## config.mk

```make
export PLATFORM = sky130hd
export DESIGN_NAME = block_run_controller
export DESIGN_NICKNAME = d
export VERILOG_FILES = /design/src/rtl/block_run_controller.sv
export SDC_FILE = /design/constraint.sdc
export NUM_CORES = 1
export LEC_CHECK = 0
export ABC_CLOCK_PERIOD_IN_PS = 4700
export BUFFER_PORTS_ARGS = -buffer_cell sky130_fd_sc_hd__buf_4
export CAP_MARGIN = 20
export CORE_MARGIN = 8
export CORE_UTILIZATION = 54
export DETAILED_ROUTE_END_ITERATION = 16
export GPL_TIMING_DRIVEN = 0
export PLACE_DENSITY = 0.89
export SLEW_MARGIN = 15
export SYNTH_ARGS = -nofsm -noshare
export SYNTH_HDL_FRONTEND = slang
export SYNTH_SLANG_ARGS = --single-unit
```

## constraint.sdc

```tcl
create_clock -name clock -period 4.7 [get_ports clock]
set_input_delay 0.47 -clock clock [delete_from_list [all_inputs] [get_ports clock]]
set_output_delay 0.47 -clock clock [all_outputs]
set_load 0.01 [all_outputs]
```

## src/rtl/block_run_controller.sv

```systemverilog
`timescale 1ns/1ps
// block_run_controller
//
// Run control and status aggregation for an array of NUM_TILES tiles.
// Distributes reset/enable/execute to the tiles through SYNC_STAGES
// registers, reduces per-tile halted/quiescent status through a masked
// AND tree followed by REDUCE_STAGES registers, and sequences a run:
// IDLE -> RUN -> DRAIN -> DONE, with an optional timeout and abort.
//
// Ports:
//   clock                    positive-edge clock
//   reset                    synchronous, active-low reset
//   enable                   global enable (registered; 0 freezes the run FSM)
//   execute                  run request, level sensitive (registered)
//   tile_mask                1 = tile participates, 0 = tile reads as halted/quiescent
//   timeout_limit            run-cycle timeout, 0 disables it
//   tile_halted              per-tile halted status
//   tile_channels_quiescent  per-tile channel quiescence
//   tile_routers_quiescent   per-tile router quiescence
//   tile_reset               active-high reset to the tiles
//   tile_enable              enable to the tiles
//   tile_execute             execute to the tiles (high while in RUN)
//   halted                   reduced halted status
//   channels_quiescent       reduced channel quiescence
//   routers_quiescent        reduced router quiescence
//   done                     run completed normally
//   timed_out                run aborted by timeout
//   run_cycles               cycles spent in RUN + DRAIN, saturating
module block_run_controller #(
  parameter int NUM_TILES           = 4,
  parameter int SYNC_STAGES         = 1,
  parameter int REDUCE_STAGES       = 1,
  parameter int CYCLE_COUNTER_WIDTH = 32,
  parameter int QUIESCENT_HOLD      = 4
) (
  input  logic                           clock,
  input  logic                           reset,
  input  logic                           enable,
  input  logic                           execute,
  input  logic [NUM_TILES-1:0]           tile_mask,
  input  logic [CYCLE_COUNTER_WIDTH-1:0] timeout_limit,
  input  logic [NUM_TILES-1:0]           tile_halted,
  input  logic [NUM_TILES-1:0]           tile_channels_quiescent,
  input  logic [NUM_TILES-1:0]           tile_routers_quiescent,
  output logic                           tile_reset,
  output logic                           tile_enable,
  output logic                           tile_execute,
  output logic                           halted,
  output logic                           channels_quiescent,
  output logic                           routers_quiescent,
  output logic                           done,
  output logic                           timed_out,
  output logic [CYCLE_COUNTER_WIDTH-1:0] run_cycles
);

  localparam logic [2:0] ST_IDLE    = 3'd0;
  localparam logic [2:0] ST_RUN     = 3'd1;
  localparam logic [2:0] ST_DRAIN   = 3'd2;
  localparam logic [2:0] ST_DONE    = 3'd3;
  localparam logic [2:0] ST_TIMEOUT = 3'd4;

  // Halted is ignored long enough for execute to reach the tiles and for
  // their fresh status to come back through the reduction pipeline.
  localparam int BLANK_CYCLES = SYNC_STAGES + REDUCE_STAGES + 1;
  localparam int BLANK_W      = $clog2(BLANK_CYCLES + 1);
  localparam int HOLD_W       = $clog2(QUIESCENT_HOLD + 1);
  localparam int CW           = CYCLE_COUNTER_WIDTH;

  localparam logic [BLANK_W-1:0] BLANK_LOAD = BLANK_W'(BLANK_CYCLES - 1);
  localparam logic [BLANK_W-1:0] BLANK_ONE  = BLANK_W'(1);
  localparam logic [HOLD_W-1:0]  HOLD_LAST  = HOLD_W'(QUIESCENT_HOLD - 1);
  localparam logic [HOLD_W-1:0]  HOLD_ONE   = HOLD_W'(1);
  localparam logic [CW-1:0]      CYCLE_ONE  = CW'(1);
  localparam logic [CW-1:0]      CYCLE_MAX  = '1;

  logic enable_q;
  logic execute_q;

  logic r_halted;
  logic r_channels;
  logic r_routers;

  logic [REDUCE_STAGES-1:0] halted_pipe;
  logic [REDUCE_STAGES-1:0] channels_pipe;
  logic [REDUCE_STAGES-1:0] routers_pipe;

  logic [SYNC_STAGES-1:0] reset_pipe;
  logic [SYNC_STAGES-1:0] enable_pipe;
  logic [SYNC_STAGES-1:0] execute_pipe;

  logic [2:0]         state;
  logic [2:0]         next_state;
  logic [BLANK_W-1:0] blank_cnt;
  logic [HOLD_W-1:0]  hold_cnt;
  logic [CW:0]        run_cycles_plus;
  logic               timeout_hit;
  logic               all_quiescent;

  // Masked-out tiles contribute a 1 so they never block the AND.
  assign r_halted   = &(tile_halted             | ~tile_mask);
  assign r_channels = &(tile_channels_quiescent | ~tile_mask);
  assign r_routers  = &(tile_routers_quiescent  | ~tile_mask);

  assign halted             = halted_pipe[REDUCE_STAGES-1];
  assign channels_quiescent = channels_pipe[REDUCE_STAGES-1];
  assign routers_quiescent  = routers_pipe[REDUCE_STAGES-1];

  assign tile_reset   = reset_pipe[SYNC_STAGES-1];
  assign tile_enable  = enable_pipe[SYNC_STAGES-1];
  assign tile_execute = execute_pipe[SYNC_STAGES-1];

  assign all_quiescent = channels_quiescent & routers_quiescent;

  always_ff @(posedge clock) begin
    if (!reset) begin
      enable_q      <= 1'b0;
      execute_q     <= 1'b0;
      halted_pipe   <= '0;
      channels_pipe <= '0;
      routers_pipe  <= '0;
      reset_pipe    <= '1;
      enable_pipe   <= '0;
      execute_pipe  <= '0;
    end else begin
      enable_q         <= enable;
      execute_q        <= execute;
      halted_pipe[0]   <= r_halted;
      channels_pipe[0] <= r_channels;
      routers_pipe[0]  <= r_routers;
      for (int i = 1; i < REDUCE_STAGES; i++) begin
        halted_pipe[i]   <= halted_pipe[i-1];
        channels_pipe[i] <= channels_pipe[i-1];
        routers_pipe[i]  <= routers_pipe[i-1];
      end
      reset_pipe[0]   <= 1'b0;
      enable_pipe[0]  <= enable_q;
      execute_pipe[0] <= (state == ST_RUN);
      for (int i = 1; i < SYNC_STAGES; i++) begin
        reset_pipe[i]   <= reset_pipe[i-1];
        enable_pipe[i]  <= enable_pipe[i-1];
        execute_pipe[i] <= execute_pipe[i-1];
      end
    end
  end

  // The timeout compare is one bit wider so run_cycles+1 cannot wrap.
  assign run_cycles_plus = {1'b0, run_cycles} + {1'b0, CYCLE_ONE};
  assign timeout_hit     = (timeout_limit != '0) &&
                           (run_cycles_plus >= {1'b0, timeout_limit});

  // Timeout wins over abort, drain entry and drain completion.
  always_comb begin
    next_state = state;
    if (enable_q) begin
      case (state)
        ST_IDLE: begin
          if (execute_q) next_state = ST_RUN;
        end
        ST_RUN: begin
          if (timeout_hit)                         next_state = ST_TIMEOUT;
          else if (!execute_q)                     next_state = ST_IDLE;
          else if ((blank_cnt == '0) && halted)    next_state = ST_DRAIN;
        end
        ST_DRAIN: begin
          if (timeout_hit)                         next_state = ST_TIMEOUT;
          else if (all_quiescent && (hold_cnt == HOLD_LAST))
                                                   next_state = ST_DONE;
        end
        ST_DONE, ST_TIMEOUT: begin
          if (!execute_q) next_state = ST_IDLE;
        end
        default: next_state = ST_IDLE;
      endcase
    end
  end

  always_ff @(posedge clock) begin
    if (!reset) begin
      state      <= ST_IDLE;
      run_cycles <= '0;
      blank_cnt  <= '0;
      hold_cnt   <= '0;
      done       <= 1'b0;
      timed_out  <= 1'b0;
    end else begin
      state     <= next_state;
      done      <= (next_state == ST_DONE);
      timed_out <= (next_state == ST_TIMEOUT);
      if (enable_q) begin
        if ((state == ST_IDLE) && (next_state == ST_RUN)) begin
          run_cycles <= '0;
          blank_cnt  <= BLANK_LOAD;
          hold_cnt   <= '0;
        end
        if (((state == ST_RUN) || (state == ST_DRAIN)) && (run_cycles != CYCLE_MAX)) begin
          run_cycles <= run_cycles + CYCLE_ONE;
        end
        if ((state == ST_RUN) && (blank_cnt != '0)) begin
          blank_cnt <= blank_cnt - BLANK_ONE;
        end
        if (state == ST_DRAIN) begin
          hold_cnt <= all_quiescent ? (hold_cnt + HOLD_ONE) : '0;
        end
      end
    end
  end

endmodule

```

### After elaboration in Yosys (flattened, before gate mapping)

Cells that the tools add are included.

* reductions and logical operators: 21
* mux-type cells: 17
* bitwise operators: 5
* add/sub/neg operators: 4
* magnitude comparators: 1
* equality and inequality tests: 9

Operators by type and width (number)
* two-way mux 32 bit: 2
* adder 32 x 1 -> 33 bit, second input constant: 1
* greater-or-equal comparator 33 x 32 -> 1 bit: 1
* two-way mux 3 bit: 11
* adder 32 x 1 -> 32 bit, second input constant: 1
* inequality test 32 bit, second input constant: 1
* nonzero test 32 bit: 1
* equality test 3 x 2 -> 1 bit, second input constant: 4
* bitwise OR 4 bit: 3
* case mux 3 bit (4 select lines): 1
* AND reduction 4 bit: 3
* nonzero test 2 bit: 4
* equality test 3 x 1 -> 1 bit, second input constant: 2
* equality test 3 bit, second input constant: 2
* logical AND 1 bit: 6
* AND reduction 2 bit: 3
* two-way mux 2 bit: 2
* NOT 4 bit: 1
* adder 3 x 1 -> 3 bit, second input constant: 1
* logical NOT 3 bit: 1
* logical NOT 2 bit: 1
* OR reduction 2 bit: 1
* subtractor 2 x 1 -> 2 bit, second input constant: 1
* AND 1 bit: 1
* 2 further kinds: 2

* bits of input ports: 52
* register bits: 50
* output and inout bits: 40
* word-level logic and storage cells: 71

### Longest topological paths before layout

Gate-level depths: netlist (run 1).

* word-level depth: 11
* mapped depth: 14
* gate-level depth less buffers: 13

### Worst setup path after synthesis (run 1)

OpenSTA, ideal clock, no wires.

* path type: register to register
* from: register run_cycles[0]
* to: register done
* setup time: 118 ps
* data arrival time: 3440 ps
* stages on the path, launching flop included: 15
* slack: 1143 ps
* clock period less this slack: 3557 ps
* data required time: 4582 ps
* path buffers: 1
* cells stage by stage: dfxtp_1 ha_1 nand3_2 or3_1 buf_2 nor3_1 nand4_1 xnor2_1 ha_1 nand3_1 nor4_1 nand2_1 a21oi_1 o21ai_2 o2111a_1

* longest elaborated chain between the ends: 7
* elaborated cells on any way between the ends: 8
* classes of those cells: add/sub (1); order compare (1); eq/ne (1); mux (4); reduce/logical (1)

RTL lines
* start, declared: RTL line 53 `output logic [CYCLE_COUNTER_WIDTH-1:0] run_cycles`
* start signal, assigned: RTL line 196 `run_cycles <= run_cycles + CYCLE_ONE;`
* adder 32 x 1 -> 33 bit *: RTL line 147 `assign run_cycles_plus = {1'b0, run_cycles} + {1'b0, CYCLE_ONE};`
* greater-or-equal comparator 33 x 32 -> 1 bit *: RTL line 149 `(run_cycles_plus >= {1'b0, timeout_limit});`
* logical AND 1 bit *: RTL line 148 `assign timeout_hit = (timeout_limit != '0) &&`
* two-way mux 3 bit, on equally long branches: RTL line 165, 160
* case mux 3 bit (4 select lines) *: RTL line 155 `case (state)`
* two-way mux 3 bit *: RTL line 154 `if (enable_q) begin`
* equality test 3 x 2 -> 1 bit *: RTL line 187 `done <= (next_state == ST_DONE);`
* end signal, assigned: RTL line 187
* end, declared: RTL line 51 `output logic done,`

Mark *: on every way between the ends. The rest lies on a longest branch, timed or not.
A chain may end at the register's enable or synchronous reset.

### Final worst setup path (run 1)

* from: register run_cycles[15]
* to: register timed_out

* longest elaborated chain between the ends: 7
* elaborated cells on any way between the ends: 8
* classes of those cells: add/sub (1); order compare (1); eq/ne (1); mux (4); reduce/logical (1)

RTL lines
* adder 32 x 1 -> 33 bit *: RTL line 147
* greater-or-equal comparator 33 x 32 -> 1 bit *: RTL line 149
* logical AND 1 bit *: RTL line 148
* two-way mux 3 bit, on equally long branches: RTL line 165, 160
* case mux 3 bit (4 select lines) *: RTL line 155
* two-way mux 3 bit *: RTL line 154
* equality test 3 bit *: RTL line 188 `timed_out <= (next_state == ST_TIMEOUT);`
* end signal, assigned: RTL line 188
* end, declared: RTL line 52 `output logic timed_out,`

Marked as above.

==> impl_metrics.json, run 1 <==
{
  "area_growth_pct": 25.0,
  "cap_viol_max_count": 0,
  "gp_congestion": 0.876,
  "ys_seq_elements": 50,
  "critPathLaunchType": "flop",
  "cp_slowest_cell": "nor4_2",
  "num_rows": 30,
  "cts_num_sinks": 50,
  "drive_above_1_share": 0.218,
  "htreeDepth": 2,
  "worstPathCellList": "clkbuf_1 -> nand4_1 -> nor4_2 -> nand4_1 -> nor3_1 -> xor2_1 -> ha_1 -> nand3_1 -> nor4_1 -> nand2_1 -> a21oi_1 -> o21ai_0 -> nor4_2",
  "worstSetupEndpoint": "timed_out",
  "start_util": 0.543,
  "cts.clk_slew.worst_paths_ps": 100,
  "r2r_cells": 13,
  "place_ws_ps": 329,
  "overflow": 0,
  "final_area_um2": 4510,
  "clockBufferDepth": 2,
  "antenna_found_initial": 0,
  "synthArstFlopShare": 0,
  "grt_max_degree": 16,
  "drtIter0Drc": 266,
  "clock.fmax_mhz": 231,
  "coreArea_um2": 6640,
  "worst_slack_ps": 367,
  "synth_flop_cell": "dfxtp_1",
  "synthSimpleGateAreaFrac": 0.264,
  "yosysTopAreaCell": "dfxtp_1",
  "tns_ps": 0,
  "antenna_cells": 0,
  "crit_required_ps": 4920,
  "timing.rr.end": "timed_out",
  "nNetsFinal": 637,
  "synth_top_family_by_area": "simple AND/OR/NAND/NOR gates",
  "vias": 3840,
  "vias_per_cell": 6.10,
  "synth-warning-count": 0,
  "ys_types": 55,
  "die_y_um": 97.8,
  "cts_buffers": 5,
  "crit_path_max_fanout": 7,
  "grt_pass1_wl_mm": 18.7,
  "fin_total_pwr_mw": 0.845,
  "totalWireLength_mm": 11.1,
  "ioPinCount": 92,
  "netlist_area_um2": 3610,
  "fp.dieW_um": 97.8,
  "path_class": "reg -> reg",
  "hpwl_mm": 8.90,
  "die-area_um2": 9560,
  "cts_tree": "yes",
  "synthTopCellsByArea": "dfxtp_1 (28%), ha_1 (12%), inv_1 (4.4%)",
  "synthAdderAreaFrac": 0.125,
  "synthCells": 451,
  "placed_cell_area_um2": 4390,
  "outcome": "complete, no violations",
  "holdBufCountCts": 0,
  "drv_slew": 0,
  "skew_ps": 9.02,
  "synth-compound-area-share": 0.191,
  "rsz0062_at_grt": "no",
  "min_period_ps": 4330,
  "wl_per_cell_um": 17.6,
  "setup_viol": 0,
  "powerDensity_nw_per_um2": 187,
  "r2r_start": "run_cycles[15]",
  "first_pass_iters": 5,
  "drtAntennaViolNets": 0,
  "worst_ep_arrival_time_ps": 4550,
  "final.period_utilization": 0.922,
  "synth_top_area_frac": 0.277,
  "remaining_drc_errors": 0,
  "crit_start": "run_cycles[15]",
  "root_buffer": "clkbuf_8",
  "clk-insertion-delay-late_ps": 310,
  "avgSynthCellArea_um2": 8.00,
  "min_path_type": "in -> reg",
  "synth_xor_area_frac": 0.0752,
  "tightest_slew_ps": 989,
  "synth_edf_count": 0,
  "r2r_slack_ps": 370,
  "leakage_nw": 2.11,
  "ir_worst_vdd_v": 0.000143,
  "end_kind": "flop",
  "cts_setup_buffers": 0,
  "portBuffers": 91,
  "relSlewSlack": 0.334,
  "synthMuxAreaShare": 0,
  "grt_pass1_vias": 3971,
  "critPathMaxStageDelay_ps": 480,
  "grt.total_usage": 0.232,
  "seq_area_frac_synth": 0.277,
  "hold_violations": 0,
  "cts-resized-gates": 0,
  "synthesis.nets": 539
}
-- layout by cell type (no fill, tap or decap), types with 4 or more instances in the layout --
| master | n |
|---|---|
| and3_1 | 8 |
| nor2b_1 | 5 |
| nand4_1 | 17 |
| a31oi_1 | 5 |
| dfxtp_1 | 50 |
| nor4_1 | 12 |
| a21o_1 | 9 |
| inv_1 | 42 |
| nand2_1 | 31 |
| and4_1 | 5 |
| buf_4 | 92 |
| o21ai_1 | 4 |
| and2_1 | 5 |
| a32o_1 | 12 |
| buf_2 | 4 |
| nand2b_1 | 4 |
| clkbuf_8 | 5 |
| nor3_1 | 18 |
| a21oi_1 | 22 |
| xor2_1 | 13 |
| nand3_1 | 24 |
| o22ai_1 | 7 |
| o21ai_0 | 22 |
| ha_1 | 36 |
| clkbuf_1 | 9 |
| nor3b_1 | 4 |
| nor2_1 | 22 |
| xnor2_1 | 18 |
-- worst max-delay path: cells and delay by family (launching register included) --
| family | cells | cell delay [ps] |
|---|---|---|
| DFF | 1 | 340 |
| xor gates and xnor gates | 1 | 150 |
| buffers and inverters | 1 | 300 |
| and+or+nand+nor | 8 | 2460 |
| AOI/OAI and AO/OA | 2 | 660 |
| adders and majority gates | 1 | 320 |
-- metal layers --
layer	vias to the layer above	routed length, µm	part of all wire	GRT usage
met5	-	0	0	0
li1	1837	-	-	-
met3	31	737	0.067	0.0541
met2	162	5580	0.50	0.429
met4	0	283	0.026	0.0743
met1	1810	4460	0.40	0.254
-- report_power, final --
group	switching [mW]	internal (mW)
Clock	0.151	0.157
Sequential	0.00338	0.428
Combinational	0.0539	0.0520
Total	0.209	0.636
-- cells by family (layout without fill, tap and decap cells) --
group	Yosys count	after routing
compound gates	102	102
simple gates	173	173
xor+xnor	31	31
flops	50	50
buf+inv	59	158
fa+ha+maj	36	36
-- registers in the layout (all words and copies together) (netlist names) --
name / cells
timed_out: 1
routers_quiescent: 1
done: 1
run_cycles: 32
execute_q: 1
blank_cnt: 2
hold_cnt: 3
tile_enable: 1
tile_execute: 1
channels_quiescent: 1
tile_reset: 1
state: 3
enable_q: 1
halted: 1
-- area by class of cell --
type,instances,area (µm²)
multi-input cells,342,2370
fillers,566,2130
flip-flops and latches,50,1000
repair buffers,91,683
inverters,43,161
well taps,80,100
plain buffers,16,83.8
clock buffers,5,68.8
clock inverters,3,40.0
-- synthesized netlist by cell type, types with 8 or more instances --
| cell type | n |
|---|---|
| xor2_1 | 13 |
| nand2_1 | 31 |
| nand3_1 | 24 |
| nand4_1 | 17 |
| nor3_1 | 19 |
| nor4_1 | 13 |
| a21o_1 | 9 |
| o21ai_0 | 22 |
| nor2_1 | 22 |
| dfxtp_1 | 50 |
| clkbuf_1 | 9 |
| ha_1 | 36 |
| and3_1 | 8 |
| xnor2_1 | 18 |
| inv_1 | 42 |
| a32o_1 | 12 |
| a21oi_1 | 22 |
-- through the flow --
stage,util,hold slack (ps),cells
finish,0.679,357,630
global route,0.679,364,630
CTS,0.678,363,630
detailed placement,0.661,479,622
global placement,0.661,466,622
floorplan,-,451,451
-- worst min-delay path by stage --
stage	end	slack, ps	startpoint	cells past startpoint
global placement	hold_cnt[2]	470	hold_cnt[2]	2
global route	enable_q	360	enable	2
CTS	execute_q	360	execute	2
finish	execute_q	360	execute	2
detailed placement	hold_cnt[2]	480	hold_cnt[2]	2
floorplan	hold_cnt[2]	450	hold_cnt[2]	2
(Power assumes the default switching activity.)
==> inputs of run 2 (changes only) <==
--- a/config.mk
+++ b/config.mk
@@ -12,7 +12,7 @@
 export CORE_UTILIZATION = 54
 export DETAILED_ROUTE_END_ITERATION = 16
 export GPL_TIMING_DRIVEN = 0
-export PLACE_DENSITY = 0.89
+export PLACE_DENSITY = 0.82
 export SLEW_MARGIN = 15
 export SYNTH_ARGS = -nofsm -noshare
 export SYNTH_HDL_FRONTEND = slang
==> impl_metrics.json, run 2 (synthesis gave the netlist of run 1 again) <==
{
  "outcome": "complete, no violations",
  "portBuffers": 91,
  "place_ws_ps": 440,
  "use_met1": 0.292,
  "start_util": 0.543,
  "setup_viol": 0,
  "root_buffer": "clkbuf_8",
  "relSlewSlack": 0.407,
  "min_period_ps": 4420,
  "path_class": "reg -> reg",
  "tightest_slew_ps": 880,
  "leakage_nw": 2.11,
  "num_rows": 30,
  "critPathBufInv": 1,
  "p_seq_frac": 0.527,
  "ir_worst_vdd_v": 0.000153,
  "use_met2": 0.388,
  "critPathMaxStageDelay_ps": 700,
  "clk-insertion-delay-late_ps": 300,
  "vias": 3834,
  "p_comb_frac": 0.129,
  "area_growth_pct": 24.6,
  "reg.largest.list": "run_cycles: 32 flops, hold_cnt: 3 flops, state: 3 flops",
  "placed_cell_area_um2": 4390,
  "grt_pass1_wl_mm": 18.5,
  "cts_setup_buffers": 0,
  "drive_above_1_share": 0.215,
  "cts-resized-gates": 0,
  "worst_ep_arrival_time_ps": 4640,
  "final_area_um2": 4500,
  "clock.fmax_mhz": 226,
  "largest_reg_flops": 32,
  "cts_num_sinks": 50,
  "crit_path_max_fanout": 7,
  "overflow": 0,
  "hold_violations": 0,
  "grt_max_degree": 16,
  "critPathLaunchType": "flop",
  "netSwitchingFraction": 0.248,
  "clockPowerShare": 0.344,
  "antenna_cells": 0,
  "largest-register": "run_cycles",
  "clockBufferDepth": 2,
  "cts_buffers": 5,
  "final_common_cell": "buf_4",
  "layout_common_cells": "buf_4 (92), dfxtp_1 (50), inv_1 (42)",
  "skew_ps": 5.34,
  "htreeDepth": 2,
  "cts_tree": "yes",
  "dp.cells": 622,
  "die_y_um": 97.8,
  "powerDensity_nw_per_um2": 182,
  "drv_slew": 0,
  "power_switching_mw": 0.203,
  "tns_ps": 0,
  "nNetsFinal": 637,
  "ioPinCount": 92,
  "rsz0062_at_grt": "no",
  "remaining_drc_errors": 0,
  "end_kind": "flop",
  "crit_required_ps": 4920,
  "hpwl_mm": 8.69,
  "cp_slowest_cell": "nor4_1",
  "fp.dieW_um": 97.8,
  "wl_per_cell_um": 17.5,
  "top_usage_layer": "met2",
  "drtIter0Drc": 318,
  "vias_per_cell": 6.09,
  "final.period_utilization": 0.940,
  "worstPathCellList": "clkbuf_1 -> nand4_1 -> nor4_1 -> nand4_1 -> nor3_1 -> xor2_1 -> ha_1 -> nand3_1 -> nor4_1 -> nand2_1 -> a21oi_1 -> o21ai_0 -> nor4_2",
  "coreArea_um2": 6640,
  "internal_power_mw": 0.615,
  "antenna_found_initial": 0,
  "fin_cells": 630,
  "first_pass_iters": 5,
  "path_delay_family": "simple AND/OR/NAND/NOR gates",
  "drtAntennaViolNets": 0,
  "fillers": 572,
  "gp_congestion": 0.920,
  "gr-usage-met3": 0.0420,
  "cap_viol_max_count": 0,
  "holdBufCountCts": 0,
  "cts.clk_slew.worst_paths_ps": 90,
  "grt.total_usage": 0.231,
  "die-area_um2": 9560,
  "worst_slack_ps": 282,
  "min_path_type": "in -> reg",
  "totalWireLength_mm": 11.0,
  "grt_pass1_vias": 3943
}
[run 2: worst paths after layout]
check	from	to	slack (ps)	depth (start not counted)
setup / recovery	run_cycles[15]	timed_out	280	13
hold / removal	execute	execute_q	370	2
setup reg to reg	run_cycles[15]	timed_out	280	13
hold reg to reg	hold_cnt[2]	hold_cnt[2]	510	2
[run 2: final cells by class]
cell class,instances,area (µm²),share of cell area
flip-flops and latches,50,1000,0.223
multi-input cells,342,2360,0.525
clock inverters,1,8.76,0.00195
plain buffers,16,83.8,0.0186
repair buffers,91,683,0.152
inverters,43,161,0.0359
clock buffers,7,96.3,0.0214
well taps,80,100,0.0223
[run 2: metal layers]
metal | vias up | wire length, µm
li1 | 1845 | -
met1 | 1768 | 4750
met2 | 202 | 5100
met3 | 19 | 942
met4 | 0 | 205
met5 | - | 0
[run 2: metrics by stage]
| step | hold WS [ps] | power (mW) | util |
|---|---|---|---|
| floorplan | 451 | 0.488 | - |
| global placement | 471 | 0.541 | 0.661 |
| detailed placement | 488 | 0.545 | 0.661 |
| CTS | 365 | 0.820 | 0.677 |
| global route | 358 | 0.853 | 0.677 |
| finish | 370 | 0.817 | 0.677 |
[run 2: worst register-to-register path, stage by stage (launching register included)]
cell	delay, ps
dfxtp_1	340
clkbuf_1	290
nand4_1	220
nor4_1	700
nand4_1	340
nor3_1	400
xor2_1	150
ha_1	330
nand3_1	120
nor4_1	380
nand2_1	160
a21oi_1	420
o21ai_0	270
nor4_2	240
[run 2: power by group through the flow]
stage,logic (mW),clock network (mW),registers (mW)
3_3_place_gp,0.101,0,0.440
4_1_cts,0.105,0.284,0.431
6_report,0.106,0.281,0.431
5_1_grt,0.118,0.303,0.432
3_5_place_dp,0.105,0,0.441
2_1_floorplan,0.0465,0,0.441
==> inputs of run 3 (changes only) <==
--- a/config.mk
+++ b/config.mk
@@ -10,10 +10,11 @@
 export CAP_MARGIN = 20
 export CORE_MARGIN = 8
 export CORE_UTILIZATION = 54
+export CTS_BUF_LIST = sky130_fd_sc_hd__clkbuf_16
 export DETAILED_ROUTE_END_ITERATION = 16
 export GPL_TIMING_DRIVEN = 0
 export PLACE_DENSITY = 0.82
-export SLEW_MARGIN = 15
+export SLEW_MARGIN = 20
 export SYNTH_ARGS = -nofsm -noshare
 export SYNTH_HDL_FRONTEND = slang
 export SYNTH_SLANG_ARGS = --single-unit
==> impl_metrics.json, run 3 (synthesis gave the netlist of run 1 again) <==
{
  "outcome": "complete, no violations",
  "die_y_um": 97.8,
  "r2r_start": "run_cycles[15]",
  "drtIter0Drc": 328,
  "nNetsFinal": 637,
  "cts_tree": "yes",
  "first_pass_iters": 6,
  "crit_required_ps": 4930,
  "cts_setup_buffers": 0,
  "cts-resized-gates": 0,
  "portBuffers": 91,
  "relSlewSlack": 0.384,
  "worst_ep_arrival_time_ps": 4670,
  "vias_per_cell": 6.16,
  "coreArea_um2": 6640,
  "hpwl_mm": 8.69,
  "drv_slew": 0,
  "area_growth_pct": 25.6,
  "ioPinCount": 92,
  "fp.dieW_um": 97.8,
  "reg.largest.list": "run_cycles: 32 flops, hold_cnt: 3 flops, state: 3 flops",
  "gr-usage-met3": 0.0405,
  "clock.fmax_mhz": 225,
  "hold_violations": 0,
  "wl_per_cell_um": 17.4,
  "antenna_found_initial": 0,
  "crit_start": "run_cycles[15]",
  "layout_common_cells": "buf_4 (92), dfxtp_1 (50), inv_1 (42)",
  "grt_pass1_vias": 3923,
  "antenna_cells": 0,
  "grt_max_degree": 16,
  "tns_ps": 0,
  "drive_above_1_share": 0.211,
  "top_usage_layer": "met2",
  "dp.cells": 622,
  "fin_cells": 630,
  "ir_worst_vdd_v": 0.000131,
  "totalWireLength_mm": 11.0,
  "end_kind": "flop",
  "path_class": "reg -> reg",
  "num_rows": 30,
  "overflow": 0,
  "leakage_nw": 2.12,
  "use_met1": 0.294,
  "final_area_um2": 4530,
  "largest-register": "run_cycles",
  "htreeDepth": 2,
  "setup_viol": 0,
  "placed_cell_area_um2": 4390,
  "cts.clk_slew.worst_paths_ps": 70,
  "tightest_slew_ps": 915,
  "cap_viol_max_count": 0,
  "powerDensity_nw_per_um2": 196,
  "final_common_cell": "buf_4",
  "rsz0062_at_grt": "no",
  "min_period_ps": 4440,
  "die-area_um2": 9560,
  "grt.total_usage": 0.231,
  "fin_total_pwr_mw": 0.889,
  "grt_pass1_wl_mm": 18.6,
  "final.period_utilization": 0.945,
  "holdBufCountCts": 0,
  "hold_ws_ps": 385,
  "min_path_type": "in -> reg",
  "fillers": 566,
  "drtAntennaViolNets": 0,
  "hp-start": "execute",
  "crit_path_max_fanout": 7,
  "cts_buffers": 5,
  "start_util": 0.543,
  "root_buffer": "clkbuf_16",
  "clk-insertion-delay-late_ps": 290,
  "largest_reg_flops": 32,
  "cts_num_sinks": 50,
  "gp_congestion": 0.920,
  "remaining_drc_errors": 0,
  "use_met2": 0.385,
  "critPathLaunchType": "flop",
  "vias": 3883,
  "clockBufferDepth": 2,
  "skew_ps": 7.42
}
-- run 3: changes by cell type in the layout (fill, tap and decap cells not counted), sizes merged --
cell	previous run	this run
clkbuf	16	14
clkinv	2	4
-- run 3: cell type report --
type | count | area, µm² | share of cell area
Multi-Input combinational cell | 342 | 2360 | 0.521
Timing Repair Buffer | 91 | 683 | 0.151
Tap cell | 80 | 100 | 0.0221
Sequential cell | 50 | 1000 | 0.221
Buffer | 16 | 83.8 | 0.0185
Inverter | 43 | 161 | 0.0356
Clock buffer | 5 | 125 | 0.0276
Clock inverter | 3 | 16.3 | 0.00359
-- run 3: worst paths after layout --
path / slack (ps) / end / depth (start not counted)
setup / recovery: 260 / done / 13
hold / removal: 390 / execute_q / 2
setup reg to reg: 260 / done / 13
hold reg to reg: 510 / hold_cnt[2] / 2
-- run 3: stage by stage --
| step | util | worst slack, ps |
|---|---|---|
| final | 0.682 | 260 |
| after global routing | 0.682 | 33.8 |
| after CTS | 0.682 | 416 |
| after detailed placement | 0.661 | 440 |
| after global placement | 0.661 | 498 |
| after floorplan | - | 1140 |
-- run 3: power breakdown --
group | leakage (nW) | internal, mW | total [mW] | switching [mW]
clock | 0.0689 | 0.195 | 0.353 | 0.158
combinational | 1.65 | 0.0520 | 0.106 | 0.0538
sequential | 0.404 | 0.428 | 0.431 | 0.00319
total | 2.12 | 0.674 | 0.889 | 0.215
-- run 3: critical path, stage by stage (launching register included) --
cell      delay (ps)
dfxtp_1          330
clkbuf_1         300
nand4_1          210
nor4_1           720
nand4_1          350
nor3_1           400
xor2_1           230
ha_1             280
nand3_1          120
nor2_1            60
a221oi_1         650
nand4_1          190
o21ai_1          310
o2111a_1         230
-- run 3: layer usage --
metal  up-vias  routed length, µm
met5         -                  0
met4         0                244
met3        26                961
met2       212               5110
met1      1804               4670
li1       1841                  -
